<file path="src/rtl/uart_rx.sv">
// 8N1 serial receiver: oversampled deframer feeding a small FIFO drained by valid/ready.
// Framing and overrun errors are reported as single-cycle pulses.
module uart_rx #(
    parameter int DEPTH = 4
) (
    input  logic       clk,
    input  logic       rst,
    input  logic       en,
    input  logic [7:0] baud_div,
    input  logic       rxd,
    output logic [7:0] rx_data,
    output logic       rx_valid,
    input  logic       rx_ready,
    output logic [2:0] rx_count,
    output logic       frame_err,
    output logic       overrun
);
    localparam int AW = $clog2(DEPTH);

    typedef enum logic [1:0] {IDLE, START, DATA, STOP} state_t;

    logic         sync1_q, sync2_q, hist_q;
    logic         start_edge;
    state_t       state_q, state_d;
    logic [7:0]   div_q, div_d;
    logic [7:0]   cnt_q, cnt_d;
    logic [7:0]   shift_q, shift_d;
    logic [2:0]   bit_q, bit_d;
    logic [7:0]   half_m1, div_m1;
    logic         push, frame_err_d, frame_err_q;
    logic         do_pop, full, accept, overrun_d, overrun_q;
    logic [AW-1:0] wr_ptr_q, rd_ptr_q;
    logic [2:0]   count_q, count_d;
    logic [7:0]   mem [DEPTH];

    assign start_edge = hist_q & ~sync2_q;
    assign half_m1    = (div_q >> 1) - 8'd1;
    assign div_m1     = div_q - 8'd1;

    always_comb begin
        state_d     = state_q;
        cnt_d       = cnt_q + 8'd1;
        div_d       = div_q;
        shift_d     = shift_q;
        bit_d       = bit_q;
        push        = 1'b0;
        frame_err_d = 1'b0;
        case (state_q)
            IDLE: begin
                cnt_d = cnt_q;
                if (en && start_edge) begin
                    state_d = START;
                    cnt_d   = 8'd0;
                    div_d   = (baud_div < 8'd2) ? 8'd2 : baud_div;
                end
            end
            START: begin
                if (cnt_q == half_m1) begin
                    cnt_d = 8'd0;
                    bit_d = 3'd0;
                    // A line already back high at mid start bit is a glitch, not a frame.
                    state_d = sync2_q ? IDLE : DATA;
                end
            end
            DATA: begin
                if (cnt_q == div_m1) begin
                    cnt_d   = 8'd0;
                    shift_d = {sync2_q, shift_q[7:1]};
                    bit_d   = bit_q + 3'd1;
                    if (bit_q == 3'd7) state_d = STOP;
                end
            end
            STOP: begin
                if (cnt_q == div_m1) begin
                    cnt_d       = 8'd0;
                    state_d     = IDLE;
                    push        = sync2_q;
                    frame_err_d = ~sync2_q;
                end
            end
            default: state_d = IDLE;
        endcase
        if (!en) begin
            state_d     = IDLE;
            push        = 1'b0;
            frame_err_d = 1'b0;
        end
    end

    assign do_pop    = rx_valid & rx_ready;
    assign full      = (count_q == 3'(DEPTH));
    assign accept    = push & (~full | do_pop);
    assign overrun_d = push & full & ~do_pop;

    always_comb begin
        count_d = count_q;
        case ({accept, do_pop})
            2'b10:   count_d = count_q + 3'd1;
            2'b01:   count_d = count_q - 3'd1;
            default: count_d = count_q;
        endcase
    end

    always_ff @(posedge clk or negedge rst) begin
        if (!rst) begin
            sync1_q     <= 1'b1;
            sync2_q     <= 1'b1;
            hist_q      <= 1'b1;
            state_q     <= IDLE;
            wr_ptr_q    <= '0;
            rd_ptr_q    <= '0;
            count_q     <= 3'd0;
            frame_err_q <= 1'b0;
            overrun_q   <= 1'b0;
        end else begin
            sync1_q     <= rxd;
            sync2_q     <= sync1_q;
            hist_q      <= sync2_q;
            state_q     <= state_d;
            count_q     <= count_d;
            frame_err_q <= frame_err_d;
            overrun_q   <= overrun_d;
            if (accept) wr_ptr_q <= wr_ptr_q + AW'(1);
            if (do_pop) rd_ptr_q <= rd_ptr_q + AW'(1);
        end
    end

    // Datapath registers are always re-initialised before use, so they carry no reset.
    always_ff @(posedge clk) begin
        div_q   <= div_d;
        cnt_q   <= cnt_d;
        shift_q <= shift_d;
        bit_q   <= bit_d;
        if (accept) mem[wr_ptr_q] <= shift_q;
    end

    assign rx_valid  = (count_q != 3'd0);
    assign rx_data   = rx_valid ? mem[rd_ptr_q] : 8'h00;
    assign rx_count  = count_q;
    assign frame_err = frame_err_q;
    assign overrun   = overrun_q;

endmodule

</file>
<file path="config.mk">
export PLATFORM = sky130hd
export DESIGN_NAME = uart_rx
export DESIGN_NICKNAME = d
export VERILOG_FILES = /design/src/rtl/uart_rx.sv
export SDC_FILE = /design/constraint.sdc
export NUM_CORES = 1
export LEC_CHECK = 0
export CORE_AREA = 2 2 79 81
export DETAILED_ROUTE_END_ITERATION = 6
export DIE_AREA = 0 0 81 83
export GPL_ROUTABILITY_DRIVEN = 0
export HOLD_SLACK_MARGIN = 0.08
export PLACE_DENSITY = 0.81
export SLEW_MARGIN = 20
export SYNTH_ARGS = -nofsm -noshare
export SYNTH_HDL_FRONTEND = slang
export SYNTH_SLANG_ARGS = --single-unit
export TNS_END_PERCENT = 20
</file>
<file path="constraint.sdc">
create_clock -name clk -period 6.7 [get_ports clk]
set_input_delay 2.01 -clock clk [delete_from_list [all_inputs] [get_ports clk]]
set_output_delay 2.01 -clock clk [all_outputs]
set_load 0.03 [all_outputs]
</file>
==> flow_metrics.env, run 1 <==
export IMPL_wl_per_cell_um=17.75
export IMPL_p_sw_uw=425.9
export IMPL_relSlewSlack_pct=33.72
export IMPL_drt_iter0_drc=186
export IMPL_hp_class="flip-flop to flip-flop"
export IMPL_pwr_density_cell_nw_per_um2=316.3
export IMPL_postCtsHoldBufs=0
export IMPL_antenna_cells=0
export IMPL_dp_hpwl_um=4778
export IMPL_vias_per_cell=5.732
export IMPL_crit_path_max_fanout=10
export IMPL_yosys_area_top_type_share_pct=49.84
export IMPL_fin_util_pct=68.55
export IMPL_clk_pin_slew_ps=70
export IMPL_grt_max_degree=15
export IMPL_synth_top_cells_by_count="edfxtp_1 (59), nor2_1 (17), xnor2_1 (17), clkbuf_1 (15), inv_1 (13)"
export IMPL_cts_buffer_depth=2
export IMPL_finalCriticalPeriod_ps=4432
export IMPL_cts_setup_buffers=0
export IMPL_seq_power_share_pct=46.5
export IMPL_timing_fmax_mhz=225.6
export IMPL_syn_area_per_cell_sq_um=13.26
export IMPL_numPortBuffers=26
export IMPL_ys_types=55
export IMPL_combinationalPowerShare_pct=29.9
export IMPL_holdPathStages=0
export IMPL_antenna_found_initial=0
export IMPL_cp_start_kind="flip-flop"
export IMPL_cts_tree="built"
export IMPL_synth_edf_count=59
export IMPL_core_sq_um=5816
export IMPL_clock_sinks=73
export IMPL_path_class="flip-flop to output port"
export IMPL_syn_area_sq_um=3555
export IMPL_grt_overflow=0
export IMPL_syn2layout_area_growth_pct=12.14
export IMPL_clkPwrFrac_pct=23.6
export IMPL_root_buffer="clkbuf_8"
export IMPL_status="finished, final reports clean"
export IMPL_num_io_pins=27
export IMPL_num_nets_final=308
export IMPL_synth_most_common_cell="edfxtp_1"
export IMPL_required_ps=4690
export IMPL_yosysSeqAreaShare_pct=59.80
export IMPL_grt_use_total_pct=21.53
export IMPL_setup_viol=0
export IMPL_fin_skew_ps=6.625
export IMPL_chipWidth_um=81
export IMPL_ctsResizeCount=0
export IMPL_first_pass_iters=4
export IMPL_worst_pin_slew_ps=986.6
export IMPL_worstSkewPairLatency_ps=340
export IMPL_drt_wl_total_um=6480
export IMPL_fillCellCount=427
export IMPL_p_leak_nw=1.387
export IMPL_yosysTopAreaCell="edfxtp_1"
export IMPL_layout_drive_gt1_share_pct=10.69
export IMPL_cts_inserted_buffers=9
export IMPL_synth_seq_cells=73
export IMPL_hold_viol=0
export IMPL_fin_crit_sh_pct=66.16
export IMPL_netlist_top_cells_area="edfxtp_1 (50%), dfrtp_1 (7.7%), mux4_2 (5.1%)"
export IMPL_tns_ps=0
export IMPL_finalPower_mw=1.261
export IMPL_synth_warnings=0
export IMPL_worstRegToRegCells=11
export IMPL_start_util_pct=61.12
export IMPL_vias=2092
export IMPL_die_h_um=83
export IMPL_grt_first_pass_wirelength_um=10710
export IMPL_first_global_vias=2141
export IMPL_arrival_ps=2420
export IMPL_async_flop_share_pct=19.18
export IMPL_rows=28
export IMPL_synthCells=268
export IMPL_power_internal_uw=835.2
export IMPL_cts_htree_levels=3
export IMPL_end_kind="output port"
export IMPL_syn_nets=291
export IMPL_finalMaxSlewViolations=0
export IMPL_irDropWorstVdd_mv=0.1629
export IMPL_ys_flop_type="edfxtp_1"
export IMPL_max_cap_violations=0
export IMPL_p_sw_share_pct=33.77
export IMPL_die_area_sq_um=6723
export IMPL_drc=0
export IMPL_drtAntennaViolNets=0
export IMPL_grt_setup_unrepaired="no"
-- critical path: stages (launching register included) --
cell and delay, ps:
dfrtp_1 720, mux4_2 580, and2_1 170, clkdlybuf4s50_1 600
-- layer usage --
metal | up-vias | wire, um | share of wire [%] | GRT usage (%)
met1 | 1028 | 2957 | 46 | 31.91
met4 | 0 | 53 | 0.82 | 8.320
li1 | 1004 | - | - | -
met5 | - | 0 | 0 | 0
met2 | 53 | 3131 | 48 | 31.71
met3 | 7 | 338 | 5.2 | 4.130
-- kinds of logic after synthesis --
| kind of cell | count (synthesis) | synth area share [%] |
|---|---|---|
| xor+xnor | 30 | 7.603 |
| compound gates | 27 | 5.280 |
| flops | 73 | 59.80 |
| fa+ha+maj | 10 | 3.731 |
| buf+inv | 33 | 3.977 |
| simple gates | 84 | 13.69 |
| mux | 11 | 5.913 |
-- registers in the layout, summed over array words and instances, names as in the netlist --
| signal | cells |
|---|---|
| bit_q | 3 |
| cnt_q | 8 |
| div_q | 8 |
| frame_err | 1 |
| hist_q | 1 |
| mem | 32 |
| overrun | 1 |
| rd_ptr_q | 2 |
| rx_count | 3 |
| shift_q | 8 |
| state_q | 2 |
| sync1_q | 1 |
| sync2_q | 1 |
| wr_ptr_q | 2 |
-- path summary, 6_finish.rpt --
kind                              from     endpoint  slack (ps)
max in group asynchronous          rst  rd_ptr_q[0]        4190
max                        rd_ptr_q[0]   rx_data[4]        2270
min in group asynchronous          rst   state_q[0]        2070
min                            sync1_q      sync2_q         360
min reg2reg                    sync1_q      sync2_q         360
max reg2reg                   div_q[2]  rx_count[1]        3430
-- per-stage QoR --
| step | hold WS, ps | setup WS, ps | instance area (sq um) | std cells |
|---|---|---|---|---|
| 2_1_floorplan | 345.2 | 3002 | 3555 | 268 |
| 3_3_place_gp | 345.6 | 2418 | 3816 | 349 |
| 3_5_place_dp | 346.9 | 2334 | 3816 | 349 |
| 4_1_cts | 357.9 | 2230 | 3986 | 365 |
| 5_1_grt | 360.4 | 2155 | 3986 | 365 |
| 6_report | 357.2 | 2268 | 3986 | 365 |
-- power by group through the flow --
stage / logic (mW) / clock network (mW) / registers, mW
floorplan: 0.282 / 0 / 0.561
global placement: 0.369 / 0 / 0.596
detailed placement: 0.378 / 0 / 0.597
CTS: 0.382 / 0.302 / 0.587
global route: 0.408 / 0.322 / 0.593
finish: 0.377 / 0.297 / 0.587
-- cell usage in the layout (no fill, tap or decap), drive strengths merged, types with 5 or more instances in the layout --
cell type | synthesis | layout
a21oi | 5 | 5
and2 | 12 | 12
clkbuf | 16 | 9
clkdlybuf4s50 | 0 | 26
dfrtp | 11 | 11
edfxtp | 59 | 59
ha | 9 | 9
inv | 13 | 14
mux4 | 8 | 8
nand2 | 12 | 12
nand3 | 11 | 11
nor2 | 17 | 17
xnor2 | 17 | 17
xor2 | 13 | 13
-- area by class of cell --
class | count | area [sq um] | share of cell area (%)
clock buffer | 9 | 123.9 | 3.107
clock inverter | 7 | 46.29 | 1.161
inverter | 13 | 48.80 | 1.224
multi-input combinational | 162 | 1287 | 32.30
sequential | 73 | 2126 | 53.33
tap | 75 | 93.84 | 2.354
timing repair buffer | 26 | 260.3 | 6.529
(Power assumes the default switching activity.)
==> run 2: changes to the inputs <==
Settings changed: CORE_AREA 2 2 79 81 to 2 2 82 84, DIE_AREA 0 0 81 83 to 0 0 84 86, PLACE_DENSITY 0.81 to 0.76.
Clock period 6.7 ns to 4.4 ns, I/O delays scaled along.
==> run 2 against run 1 <==
Net effect: critical path depth did not move; critical path type unchanged; highest routed layer unchanged; first-iteration DRC count is 12% higher; total power is 51% higher; clock power grew 51%; register-to-register slack worse by 2400 ps; sequential share of layout area shrank 0.084 points.
==> flow_metrics.env, run 2 (synthesis gave the netlist of run 1 again) <==
export IMPL_max_cap_violations=0
export IMPL_place_area_sq_um=3826
export IMPL_fillCellCount=486
export IMPL_holdPathStages=0
export IMPL_ctsResizeCount=0
export IMPL_cts_setup_buffers=0
export IMPL_cts_buffer_depth=2
export IMPL_clkPwrFrac_pct=23.4
export IMPL_drt_iter0_drc=209
export IMPL_timing_fmax_mhz=268.9
export IMPL_arrival_ps=2400
export IMPL_chipWidth_um=84
export IMPL_irDropWorstVdd_mv=0.3591
export IMPL_clk_pin_slew_ps=70
export IMPL_antenna_found_initial=0
export IMPL_crit_path_max_fanout=10
export IMPL_first_global_vias=2042
export IMPL_relSlewSlack_pct=51.34
export IMPL_final_area_sq_um=3993
export IMPL_worst_pin_slew_ps=729.9
export IMPL_combinationalPowerShare_pct=29.8
export IMPL_pwr_density_cell_nw_per_um2=478.1
export IMPL_antenna_cells=0
export IMPL_fin_skew_ps=13.22
export IMPL_die_h_um=86
export IMPL_largest_register="mem"
export IMPL_start_util_pct=56.63
export IMPL_drt_wl_total_um=6255
export IMPL_holdWs_ps=360.3
export IMPL_fin_util_pct=63.60
export IMPL_dp_hpwl_um=4604
export IMPL_postCtsHoldBufs=0
export IMPL_p_sw_uw=636.7
export IMPL_rows=29
export IMPL_hold_viol=0
export IMPL_p_sw_share_pct=33.36
export IMPL_required_ps=3080
export IMPL_layout_commonest_cell="edfxtp_1"
export IMPL_cts_tree="built"
export IMPL_root_buffer="clkbuf_8"
export IMPL_drtAntennaViolNets=0
export IMPL_tns_ps=0
export IMPL_p_leak_nw=1.391
export IMPL_vias_per_cell=5.730
export IMPL_worstRegToRegCells=11
export IMPL_cts_htree_levels=3
export IMPL_drc=0
export IMPL_worstSkewPairLatency_ps=340
export IMPL_num_io_pins=27
export IMPL_end_kind="output port"
export IMPL_setup_viol=0
export IMPL_grt_first_pass_wirelength_um=10390
export IMPL_core_sq_um=6277
export IMPL_numPortBuffers=26
export IMPL_finalNonFillerCells=367
export IMPL_wl_per_cell_um=17.04
export IMPL_grt_setup_unrepaired="no"
export IMPL_layout_setup_ws_ps=681.3
export IMPL_pre_cts_ws_ps=689.6
export IMPL_layout_drive_gt1_share_pct=11.03
export IMPL_vias=2103
export IMPL_hp_class="flip-flop to flip-flop"
export IMPL_seq_power_share_pct=46.7
export IMPL_grt_max_degree=15
export IMPL_num_nets_final=309
export IMPL_cp_start_kind="flip-flop"
export IMPL_die_area_sq_um=7224
export IMPL_dpl_cell_count=352
export IMPL_grt_overflow=0
export IMPL_clock_sinks=73
export IMPL_syn2layout_area_growth_pct=12.32
export IMPL_cts_inserted_buffers=9
export IMPL_finalPower_mw=1.909
export IMPL_path_class="flip-flop to output port"
export IMPL_grt_use_total_pct=19.20
export IMPL_largest_register_ffs=32
export IMPL_status="finished, final reports clean"
export IMPL_first_pass_iters=4
export IMPL_finalCriticalPeriod_ps=3719
export IMPL_mostFrequentLayoutCells="edfxtp_1 (59), clkdlybuf4s50_1 (26), xnor2_1 (17), nor2_1 (17), inv_1 (13)"
export IMPL_fin_crit_sh_pct=84.52
export IMPL_power_internal_mw=1.272
export IMPL_finalMaxSlewViolations=0
==> run 2: changes by cell type in the layout (fill, tap and decap cells not counted), sizes merged <==
cell,before,now
inv,14,15
clkinv,4,2
buf,0,1
==> run 2: final cells by class <==
type                       instances  area, sq um  area share [%]
sequential                        73         2126           53.24
tap                               77        96.34           2.413
timing repair buffer              27        267.8           6.706
clock buffer                       9        123.9           3.102
inverter                          13        48.80           1.222
clock inverter                     6        42.54           1.065
multi-input combinational        162         1287           32.25
==> run 2: final timing paths <==
kind | startpoint | end | slack (ps)
setup / recovery | rd_ptr_q[0] | rx_data[6] | 680
hold / removal | sync1_q | sync2_q | 360
setup reg to reg | div_q[2] | rx_count[1] | 1080
hold reg to reg | sync1_q | sync2_q | 360
max in group asynchronous | rst | rd_ptr_q[0] | 2610
min in group asynchronous | rst | frame_err | 1370
==> run 2: metal layers <==
| layer | part of all wire, % | GRT usage [%] |
|---|---|---|
| met1 | 47 | 27.07 |
| met2 | 46 | 28.80 |
| met3 | 5.0 | 3.850 |
| met5 | 0 | 0 |
| met4 | 2.0 | 9.531 |
==> run 2: power groups by stage <==
stage	clock [mW]	sequential (mW)	combinational, mW
2_1_floorplan	0	0.854	0.429
3_3_place_gp	0	0.907	0.558
3_5_place_dp	0	0.910	0.570
4_1_cts	0.461	0.894	0.575
5_1_grt	0.487	0.904	0.610
6_report	0.447	0.892	0.569
==> run 2: worst max-delay path, cell delays in order, from the launching register on <==
cell	delay, ps
dfrtp_1	720
mux4_2	560
and2_1	180
clkdlybuf4s50_1	600
